$ cat config.mk
export PLATFORM = sky130hd
export DESIGN_NAME = int_logic_arb
export DESIGN_NICKNAME = d
export VERILOG_FILES = /design/src/rtl/int_pkg.sv /design/src/rtl/rr_arbiter.sv /design/src/rtl/int_logic_arb.sv
export SDC_FILE = /design/constraint.sdc
export NUM_CORES = 1
export LEC_CHECK = 0
export CORE_AREA = 2 2 162 164
export CTS_BUF_LIST = sky130_fd_sc_hd__clkbuf_8
export DETAILED_ROUTE_END_ITERATION = 8
export DIE_AREA = 0 0 164 166
export PLACE_DENSITY = 0.7
export SYNTH_ARGS = -nofsm -noshare
export SYNTH_HDL_FRONTEND = slang
export SYNTH_SLANG_ARGS = --single-unit
$ cat constraint.sdc
create_clock -name clk -period 4.8 [get_ports clk]
set_input_delay 0.48 -clock clk [delete_from_list [all_inputs] [get_ports clk]]
set_output_delay 0.48 -clock clk [all_outputs]
set_load 0.1 [all_outputs]
$ cat src/rtl/int_pkg.sv
// Shared types for the integer logic-unit arbiter: op codes, FSM states, default timeout.
package int_pkg;

    typedef enum logic [1:0] {
        OP_OR  = 2'd0,
        OP_AND = 2'd1,
        OP_SLT = 2'd2,
        OP_ILL = 2'd3
    } op_e;

    typedef enum logic [1:0] {
        IDLE  = 2'd0,
        ISSUE = 2'd1,
        WAIT  = 2'd2,
        RESP  = 2'd3
    } state_e;

    localparam int DEFAULT_TIMEOUT = 16;

endpackage

$ cat src/rtl/rr_arbiter.sv
// Round-robin pick: first set request bit at or after ptr, wrapping; one-hot grant plus index.
// Latency: purely combinational.
// Backpressure: none; the caller decides whether the grant is used.
module rr_arbiter #(
    parameter int  NREQ = 4,
    localparam int IW   = $clog2(NREQ)
) (
    input  logic [NREQ-1:0] req,
    input  logic [IW-1:0]   ptr,
    output logic [NREQ-1:0] grant,
    output logic [IW-1:0]   grant_idx,
    output logic            any
);

    logic [IW-1:0] cand;

    always_comb begin
        grant     = '0;
        grant_idx = '0;
        any       = 1'b0;
        cand      = '0;
        for (int k = 0; k < NREQ; k++) begin
            cand = IW'((int'(ptr) + k) % NREQ);
            if (!any && req[cand]) begin
                any         = 1'b1;
                grant[cand] = 1'b1;
                grant_idx   = cand;
            end
        end
    end

endmodule

$ cat src/rtl/int_logic_arb.sv
// Arbitrates NREQ requesters onto one shared OR/AND/SLT logic unit, one op in flight.
// Latency: 4 cycles per op (IDLE, ISSUE, WAIT, RESP) with a zero-latency unit; WAIT bounded by TIMEOUT.
// Backpressure: req_ready only in IDLE; RESP holds until rsp_ready; ISSUE stalls while lu_ready is low.
module int_logic_arb
    import int_pkg::*;
#(
    parameter int  NREQ    = 4,
    parameter int  TIMEOUT = DEFAULT_TIMEOUT,
    localparam int IW      = $clog2(NREQ)
) (
    input  logic              clk,
    input  logic              rst,
    input  logic [NREQ-1:0]   req_valid,
    output logic [NREQ-1:0]   req_ready,
    input  logic [NREQ*32-1:0] req_a,
    input  logic [NREQ*32-1:0] req_b,
    input  logic [NREQ*2-1:0] req_op,
    output logic              rsp_valid,
    input  logic              rsp_ready,
    output logic [IW-1:0]     rsp_id,
    output logic [31:0]       rsp_data,
    output logic              rsp_err,
    output logic              lu_ce,
    output logic [31:0]       lu_a,
    output logic [31:0]       lu_b,
    output logic [1:0]        lu_ctrl,
    input  logic              lu_ready,
    input  logic [31:0]       lu_dout,
    input  logic              lu_done,
    output logic              busy
);

    state_e          state;
    state_e          state_nxt;
    logic [IW-1:0]   last_grant;
    logic [IW-1:0]   rr_ptr;
    logic [NREQ-1:0] grant;
    logic [IW-1:0]   win_idx;
    logic            any_req;
    logic            accept;
    op_e             win_op;
    logic [31:0]     win_a;
    logic [31:0]     win_b;
    logic [7:0]      wait_cnt;
    logic            timed_out;

    assign rr_ptr = (last_grant == IW'(NREQ - 1)) ? '0 : last_grant + IW'(1);

    rr_arbiter #(.NREQ(NREQ)) u_arb (
        .req       (req_valid),
        .ptr       (rr_ptr),
        .grant     (grant),
        .grant_idx (win_idx),
        .any       (any_req)
    );

    // Gated by rst so nothing looks accepted on a cycle that reset discards.
    assign accept    = (state == IDLE) && any_req && !rst;
    assign req_ready = accept ? grant : '0;
    assign win_a     = req_a[int'(win_idx)*32 +: 32];
    assign win_b     = req_b[int'(win_idx)*32 +: 32];
    assign win_op    = op_e'(req_op[int'(win_idx)*2 +: 2]);
    assign timed_out = (wait_cnt == 8'(TIMEOUT - 1));

    always_comb begin
        state_nxt = state;
        lu_ce     = 1'b0;
        rsp_valid = 1'b0;
        busy      = (state != IDLE);
        case (state)
            IDLE: begin
                if (accept) state_nxt = (win_op == OP_ILL) ? RESP : ISSUE;
            end
            ISSUE: begin
                // A not-ready unit keeps us here with lu_ce low and operands parked.
                lu_ce = lu_ready;
                if (lu_ready) state_nxt = WAIT;
            end
            WAIT: begin
                lu_ce = 1'b1;
                if (lu_done || timed_out) state_nxt = RESP;
            end
            RESP: begin
                rsp_valid = 1'b1;
                if (rsp_ready) state_nxt = IDLE;
            end
            default: state_nxt = IDLE;
        endcase
    end

    always_ff @(posedge clk) begin
        if (rst) begin
            state      <= IDLE;
            last_grant <= IW'(NREQ - 1);
            wait_cnt   <= 8'd0;
            rsp_id     <= '0;
            rsp_data   <= 32'd0;
            rsp_err    <= 1'b0;
            lu_a       <= 32'd0;
            lu_b       <= 32'd0;
            lu_ctrl    <= 2'd0;
        end else begin
            state    <= state_nxt;
            wait_cnt <= (state == WAIT) ? wait_cnt + 8'd1 : 8'd0;
            if (accept) begin
                last_grant <= win_idx;
                rsp_id     <= win_idx;
                if (win_op == OP_ILL) begin
                    rsp_err  <= 1'b1;
                    rsp_data <= 32'd0;
                end else begin
                    lu_a    <= win_a;
                    lu_b    <= win_b;
                    lu_ctrl <= win_op;
                end
            end
            // Completion takes priority over a timeout landing on the same cycle.
            if (state == WAIT) begin
                if (lu_done) begin
                    rsp_data <= lu_dout;
                    rsp_err  <= 1'b0;
                end else if (timed_out) begin
                    rsp_data <= 32'd0;
                    rsp_err  <= 1'b1;
                end
            end
        end
    end

endmodule

==> impl_results.md, run 1 <==
* Max Slew Vio Count at 0
* CTS Sinks at 113
* Worst-Margin Slew at 1.10 ns
* First DRT Iteration DRCs at 378
* Chip width at 164 um
* Area of the multi-input gates at 3950 sq um
* Class of the worst hold path: input pin to flop
* Post_cts resized at 0
* DRT antenna net count at 0
* FMAX at 0.256 GHz
* Deepest clock path buffer count at 2
* Reg2reg start: last_grant[0]
* Max-cap violations at 0
* Die area at 27200 sq um
* Util after Layout at 44.0%
* DRC Markers at 0
* Reg area at 2260 sq um
* Total Wirelength at 23.7 mm
* Layout cell share with drive strength beyond 1 at 17.0%
* Status: complete, no violations
* Post-CTS Repair Setup Buffers at 0
* Pwr dens at 615 nW/um^2
* Post-cts hold buffer count at 0
* H-Tree Depth at 4
* Crit Path Category: flop to output port
* Syn Area/Cell at 12.2 sq um
* Hold Crit Start: rst
* Placed cell areas at 10800 sq um
* Worst VDD drop at 327 uV
* Syn-to-layout area delta at 75.0%
* Final Hold Violating Endpoints at 0
* Gr usage total at 17.1%
* Register bit total from synthesis at 113
* Number of global-route vias before repair at 6262
* CTS tree: done
* Worst-skew pair later-pin latency at 0.44 ns
* Crit path from: last_grant[0]
* CP Launch Type: flop
* Sequential area share after synthesis at 35.2%
* Fin crit period at 3.90 ns
* Clock Skew at 0.0220 ns
* Placed wire-length estimate at 18.6 mm
* Post-synth ARST share at 0%
* Wire per inst at 18.5 um
* Die Ht at 166 um
* Via count at 6048
* Final hold slack at 0.377 ns
* Synth unique cells at 53
* Setup_tns at 0 ns
* CTS buffer count at 17
* Final setup margin at 0.898 ns
* Antenna violations before repair at 3
* Post-synth top flop: dfxtp_1
* Fillers at 2389
* Initial Util at 25.1%
* Setup violators final at 0
* Largest net degree at the start of global routing at 72
* RSZ-0062 raised after global routing: no
* CP endpoint kind: output port
* Nets at 1249
* CTS root buffer: clkbuf_8
* Final Cell Area at 11300 sq um
* Core area at 25600 sq um
* First-pass GRT wire length at 35.5 mm
* Synth warn at 0
* Clk pin slew, worst setup/hold paths at 0.08 ns
* Mapped Area at 6430 sq um
* Gr ovfl total at 0
* CP Data Arrival Time at 3.42 ns
* Post-Place Setup Slack at 0.982 ns
* Final period utilization at 81.3%
* Mapped Nets at 848
* PortBufs at 412
* Rel. slew slack at 26.4%
* CP max FO at 11
* Post-Syn Instances at 529
* TritonRoute pass-1 iters at 4
* Rows at 59
* I/O Pins at 413
* Routability cong. at 0.828
* Post-synth EDFFs at 0
* Vias per cell at 4.72
* Lkg Pwr at 4.22 nW
* Required time of the critical path at 4.32 ns
## flip-flops by register name (all words and copies together) (netlist names)
register    flops
rsp_data       32
last_grant      2
rsp_err         1
wait_cnt        8
lu_b           32
rsp_id          2
lu_a           32
lu_ctrl         2
state           2
## worst paths after layout
check | to | slack, ns | cells past startpoint
max reg2reg | lu_b[0] | 0.97 | 8
min reg2reg | wait_cnt[0] | 0.45 | 1
min | last_grant[1] | 0.38 | 3
max | req_ready[3] | 0.90 | 10
## layout by cell type, fill, tap and decap left out, types with 4 or more instances in the layout
cell	Yosys	final
mux4_2	64	64
nand3_1	5	5
mux2i_1	8	8
a211oi_1	4	4
nand2_1	12	12
buf_4	4	10
and3_1	4	4
o21ai_0	7	7
a22o_1	32	32
a32oi_1	4	4
mux2_1	21	21
nor2_1	17	17
o22ai_1	4	4
inv_6	0	6
a21oi_1	6	6
a22oi_1	4	4
clkdlybuf4s50_1	0	407
inv_1	10	10
ha_1	14	14
nor2b_1	70	70
dfxtp_1	113	113
mux2_2	43	43
clkbuf_8	0	17
## synthesized netlist by cell type (all sizes together) (2+ instances only)
cell,instances,area share (%)
mux4,64,22
a22o,32,4.4
xor2,3,0.41
o32a,2,0.31
a21o,3,0.35
dfxtp,113,35
or4,3,0.35
a22oi,4,0.47
xnor2,3,0.41
nand2,12,0.70
nor2b,70,6.8
o311ai,2,0.27
a21oi,7,0.60
mux2i,8,1.2
inv,10,0.58
a32oi,4,0.54
o21ai,9,0.70
nor2,19,1.3
mux2,64,11
buf,18,1.9
o21a,3,0.35
o22ai,4,0.39
a221oi,2,0.27
and3,4,0.39
a2111oi,2,0.56
nand3,5,0.39
a211oi,4,0.47
or3,5,0.56
o21bai,2,0.23
clkbuf,19,1.1
a211o,2,0.27
ha,14,2.7
## report_power, final
part           internal, mW  leakage, nW  total (mW)  switching, mW
sequential             1.17        0.926        1.29          0.118
clock                 0.479        0.207       0.963          0.485
combinational          1.83         3.09        4.68           2.84
## kinds of logic after synthesis
logic type / Yosys count / share of synthesized area (%)
flip-flops: 113 / 35.2
adder cells (fa/ha/maj): 14 / 2.72
XOR/XNOR: 6 / 0.817
AO/OA/AOI/OAI: 90 / 11.5
AND/OR/NAND/NOR: 123 / 11.3
buffers and inverters: 47 / 3.64
multiplexers: 136 / 34.9
## through the flow
stage | power, mW | instances
6_report | 6.93 | 1281
5_1_grt | 7.30 | 1280
4_1_cts | 7.02 | 1278
3_5_place_dp | 6.02 | 1246
3_3_place_gp | 5.98 | 1246
2_1_floorplan | 4.94 | 529
## worst max-delay path: stages (launching register included)
cell      delay [ns]
dfxtp_1         0.57
inv_1           0.16
ha_1            0.31
or3_4           0.37
a21oi_1         0.18
nor2_1          0.12
a211oi_1        0.44
a22oi_1         0.12
o21ai_0         0.18
nor2b_1         0.21
buf_4           0.32
## routing by layer
layer	share of wire (%)	wire length (um)	up-vias	track usage (%)
met5	0	0	-	0
met4	2.9	679	0	6.45
met3	8.7	2060	35	5.67
met2	50	11900	281	30.3
met1	38	9100	2887	18.8
li1	-	-	2845	-
## layout make-up
cell class / instances / share of cell area [%]
inverters: 10 / 0.333
flip-flops and latches: 113 / 20.1
well taps: 335 / 3.72
diodes: 3 / 0.0667
clock buffers: 17 / 2.08
clock inverters: 15 / 1.56
repair buffers: 419 / 37.1
multi-input cells: 369 / 35.1
Note: power is estimated with default switching activity, not from simulation.
==> inputs of run 2 (changes only) <==
--- a/config.mk
+++ b/config.mk
@@ -5,11 +5,11 @@
 export SDC_FILE = /design/constraint.sdc
 export NUM_CORES = 1
 export LEC_CHECK = 0
-export CORE_AREA = 2 2 162 164
+export CORE_AREA = 2 2 159 161
 export CTS_BUF_LIST = sky130_fd_sc_hd__clkbuf_8
 export DETAILED_ROUTE_END_ITERATION = 8
-export DIE_AREA = 0 0 164 166
-export PLACE_DENSITY = 0.7
+export DIE_AREA = 0 0 161 163
+export PLACE_DENSITY = 0.72
 export SYNTH_ARGS = -nofsm -noshare
 export SYNTH_HDL_FRONTEND = slang
 export SYNTH_SLANG_ARGS = --single-unit
==> constraint.sdc (replaced) <==
create_clock -name clk -period 4 [get_ports clk]
set_input_delay 0.4 -clock clk [delete_from_list [all_inputs] [get_ports clk]]
set_output_delay 0.4 -clock clk [all_outputs]
set_load 0.1 [all_outputs]
==> impl_results.md, run 2 (synthesis results as in run 1) <==
* Status: complete, no violations
* Fillers at 2291 (-4.1%)
* Largest net degree at the start of global routing at 72 (unchanged)
* CTS buffer count at 17 (unchanged)
* Worst-skew pair later-pin latency at 0.42 ns (-0.02 ns)
* DRT antenna net count at 0 (unchanged)
* Final Cell Area at 11300 sq um (+0.62%)
* Die Ht at 163 um (-1.8%)
* Post-Place Cells at 1243 (-0.24%)
* Wire per inst at 18.4 um (-0.69%)
* Antenna violations before repair at 0 (-3)
* Fin crit period at 3.72 ns
* Area of the multi-input gates at 3950 sq um (+0.13%)
* Die area at 26200 sq um (-3.6%)
* Post-cts hold buffer count at 0 (unchanged)
* Total Wirelength at 23.5 mm (-1.1%)
* Fin cells at 1276 (-0.39%)
* CP max FO at 11 (unchanged)
* Post-Place Setup Slack at 0.391 ns (-0.591 ns)
* CP max stage delay at 0.56 ns (about the same)
* Pwr dens at 735 nW/um^2 (+20%)
* Layout cell share with drive strength beyond 1 at 17.3% (+0.37 points)
* DRC Markers at 0 (unchanged)
* CP max stage cell: dfxtp_1
* Syn-to-layout area delta at 76.1%
* Routability cong. at 0.839 (+1.3%)
* Chip width at 161 um (-1.8%)
* Reg area at 2260 sq um (unchanged)
* Gr usage total at 17.4% (+0.26 points)
* Crit path buf inv count at 2 (unchanged)
* WHS Endpoint: last_grant[1]
* Crit Path Category: flop to output port
* Clock Skew at 0.0173 ns (-0.00472 ns)
* I/O Pins at 413 (unchanged)
* Required time of the critical path at 3.60 ns (-0.72 ns)
* Reg-to-Reg End: rsp_data[27]
* Placed wire-length estimate at 18.5 mm (-0.54%)
* Hold Crit Depth at 3 (unchanged)
* FMAX at 0.269 GHz
* Rows at 58 (-1.7%)
* RSZ-0062 raised after global routing: no
* Worst R2R Path Depth at 10 (+2)
* First-pass GRT wire length at 34.9 mm (-1.6%)
* Max-cap violations at 0 (unchanged)
* Placed cell areas at 10900 sq um (+0.89%)
* Flop2flop setup slack at 0.52 ns (-0.45 ns)
* Class of the worst hold path: input pin to flop
* CP Launch Type: flop
* Vias per cell at 4.70 (-0.40%)
* First DRT Iteration DRCs at 317 (-16%)
* CTS Sinks at 113 (unchanged)
* Max Slew Vio Count at 0 (unchanged)
* H-Tree Depth at 4 (unchanged)
* Setup_tns at 0 ns (unchanged)
* TritonRoute pass-1 iters at 4 (unchanged)
* Worst VDD drop at 390 uV (+19%)
* Hold Crit Start: rst
* CP endpoint kind: output port
* Crit-path cells: inv_1 -> ha_1 -> or3_4 -> a21oi_1 -> nor2_1 -> a211oi_2 -> a22oi_1 -> o21ai_0 -> nor2b_1 -> buf_12
* Crit path depth at 10 (unchanged)
* Final period utilization at 93.0%
* Worst-Margin Slew at 1.14 ns (+0.0383 ns)
* CP Data Arrival Time at 3.32 ns (-0.10 ns)
* Final hold slack at 0.367 ns (-0.00985 ns)
* Top delay family on crit path: simple AND/OR/NAND/NOR gates
* Final Total Pwr at 8.33 mW (+20%)
* Final Hold Violating Endpoints at 0 (unchanged)
* Number of global-route vias before repair at 6127 (-2.2%)
* Rel. slew slack at 23.9% (-2.6 points)
* Core area at 24700 sq um (-3.7%)
* Final setup margin at 0.281 ns (-0.617 ns)
* Deepest clock path buffer count at 2 (unchanged)
* Nets at 1252 (+0.24%)
* Initial Util at 26.1% (+0.96 points)
* Gr ovfl total at 0 (unchanged)
* Commonest non-fill, non-tap cell in the layout: clkdlybuf4s50_1
* CTS tree: done
* Via count at 6000 (-0.79%)
* Crit path from: last_grant[0]
* Setup violators final at 0 (unchanged)
* Util after Layout at 45.9% (+2.0 points)
* Reg2reg start: last_grant[0]
* Most frequent cells in the layout: 407 x clkdlybuf4s50_1, 113 x dfxtp_1, 70 x nor2b_1, 64 x mux4_2, 43 x mux2_2
* Lkg Pwr at 4.23 nW (+0.31%)
* Ant diodes at 0 (-3)
* CTS root buffer: clkbuf_8
* Clk pin slew, worst setup/hold paths at 0.07 ns (about the same)
* PortBufs at 412 (unchanged)
* Registers with the most flip-flops: lu_a (32), lu_b (32), rsp_data (32)
run 2: cell count changes in the layout (fill, tap and decap cells not counted), sizes merged:
cell / before / now
buf: 12 / 15
diode: 3 / 0
bufinv: 2 / 1
clkbuf: 17 / 18
inv: 17 / 14
clkinvlp: 1 / 5
clkinv: 5 / 4
run 2: metal layers:
metal	track usage, %	part of all wire, %
met1	19.6	39
met2	31.9	52
met3	5.47	7.8
met4	4.06	0.90
met5	0	0
run 2: worst max path at each step:
stage and end:
2_1_floorplan req_ready[0], 3_5_place_dp rsp_data[31], 6_report req_ready[3], 3_3_place_gp rsp_data[15], 4_1_cts req_ready[3], 5_1_grt req_ready[1]
run 2: final cells by class:
type                    count  area share (%)
clock buffers              18            2.19
clock inverters            14            1.15
inverters                  10           0.331
multi-input cells         369            34.9
flip-flops and latches    113            20.0
well taps                 330            3.64
repair buffers            422            37.8
run 2: what timing repair did:
action | in CTS | in global routing
resized for setup | 0 | 1
setup endpoints to repair | 0 | 4
setup buffers | 0 | 1
run 2: worst reg2reg max path, stage by stage, from the launching register on:
cell	delay, ns
dfxtp_1	0.56
inv_1	0.17
ha_1	0.31
o21ai_1	0.22
o22ai_1	0.11
o32a_1	0.35
o311ai_0	0.57
a211oi_1	0.23
nor4_4	0.28
buf_4	0.38
a22o_1	0.24
run 2: where the power goes:
group,internal [mW],switching [mW]
sequential,1.40,0.148
clock,0.514,0.525
combinational,2.30,3.44
total,4.22,4.11
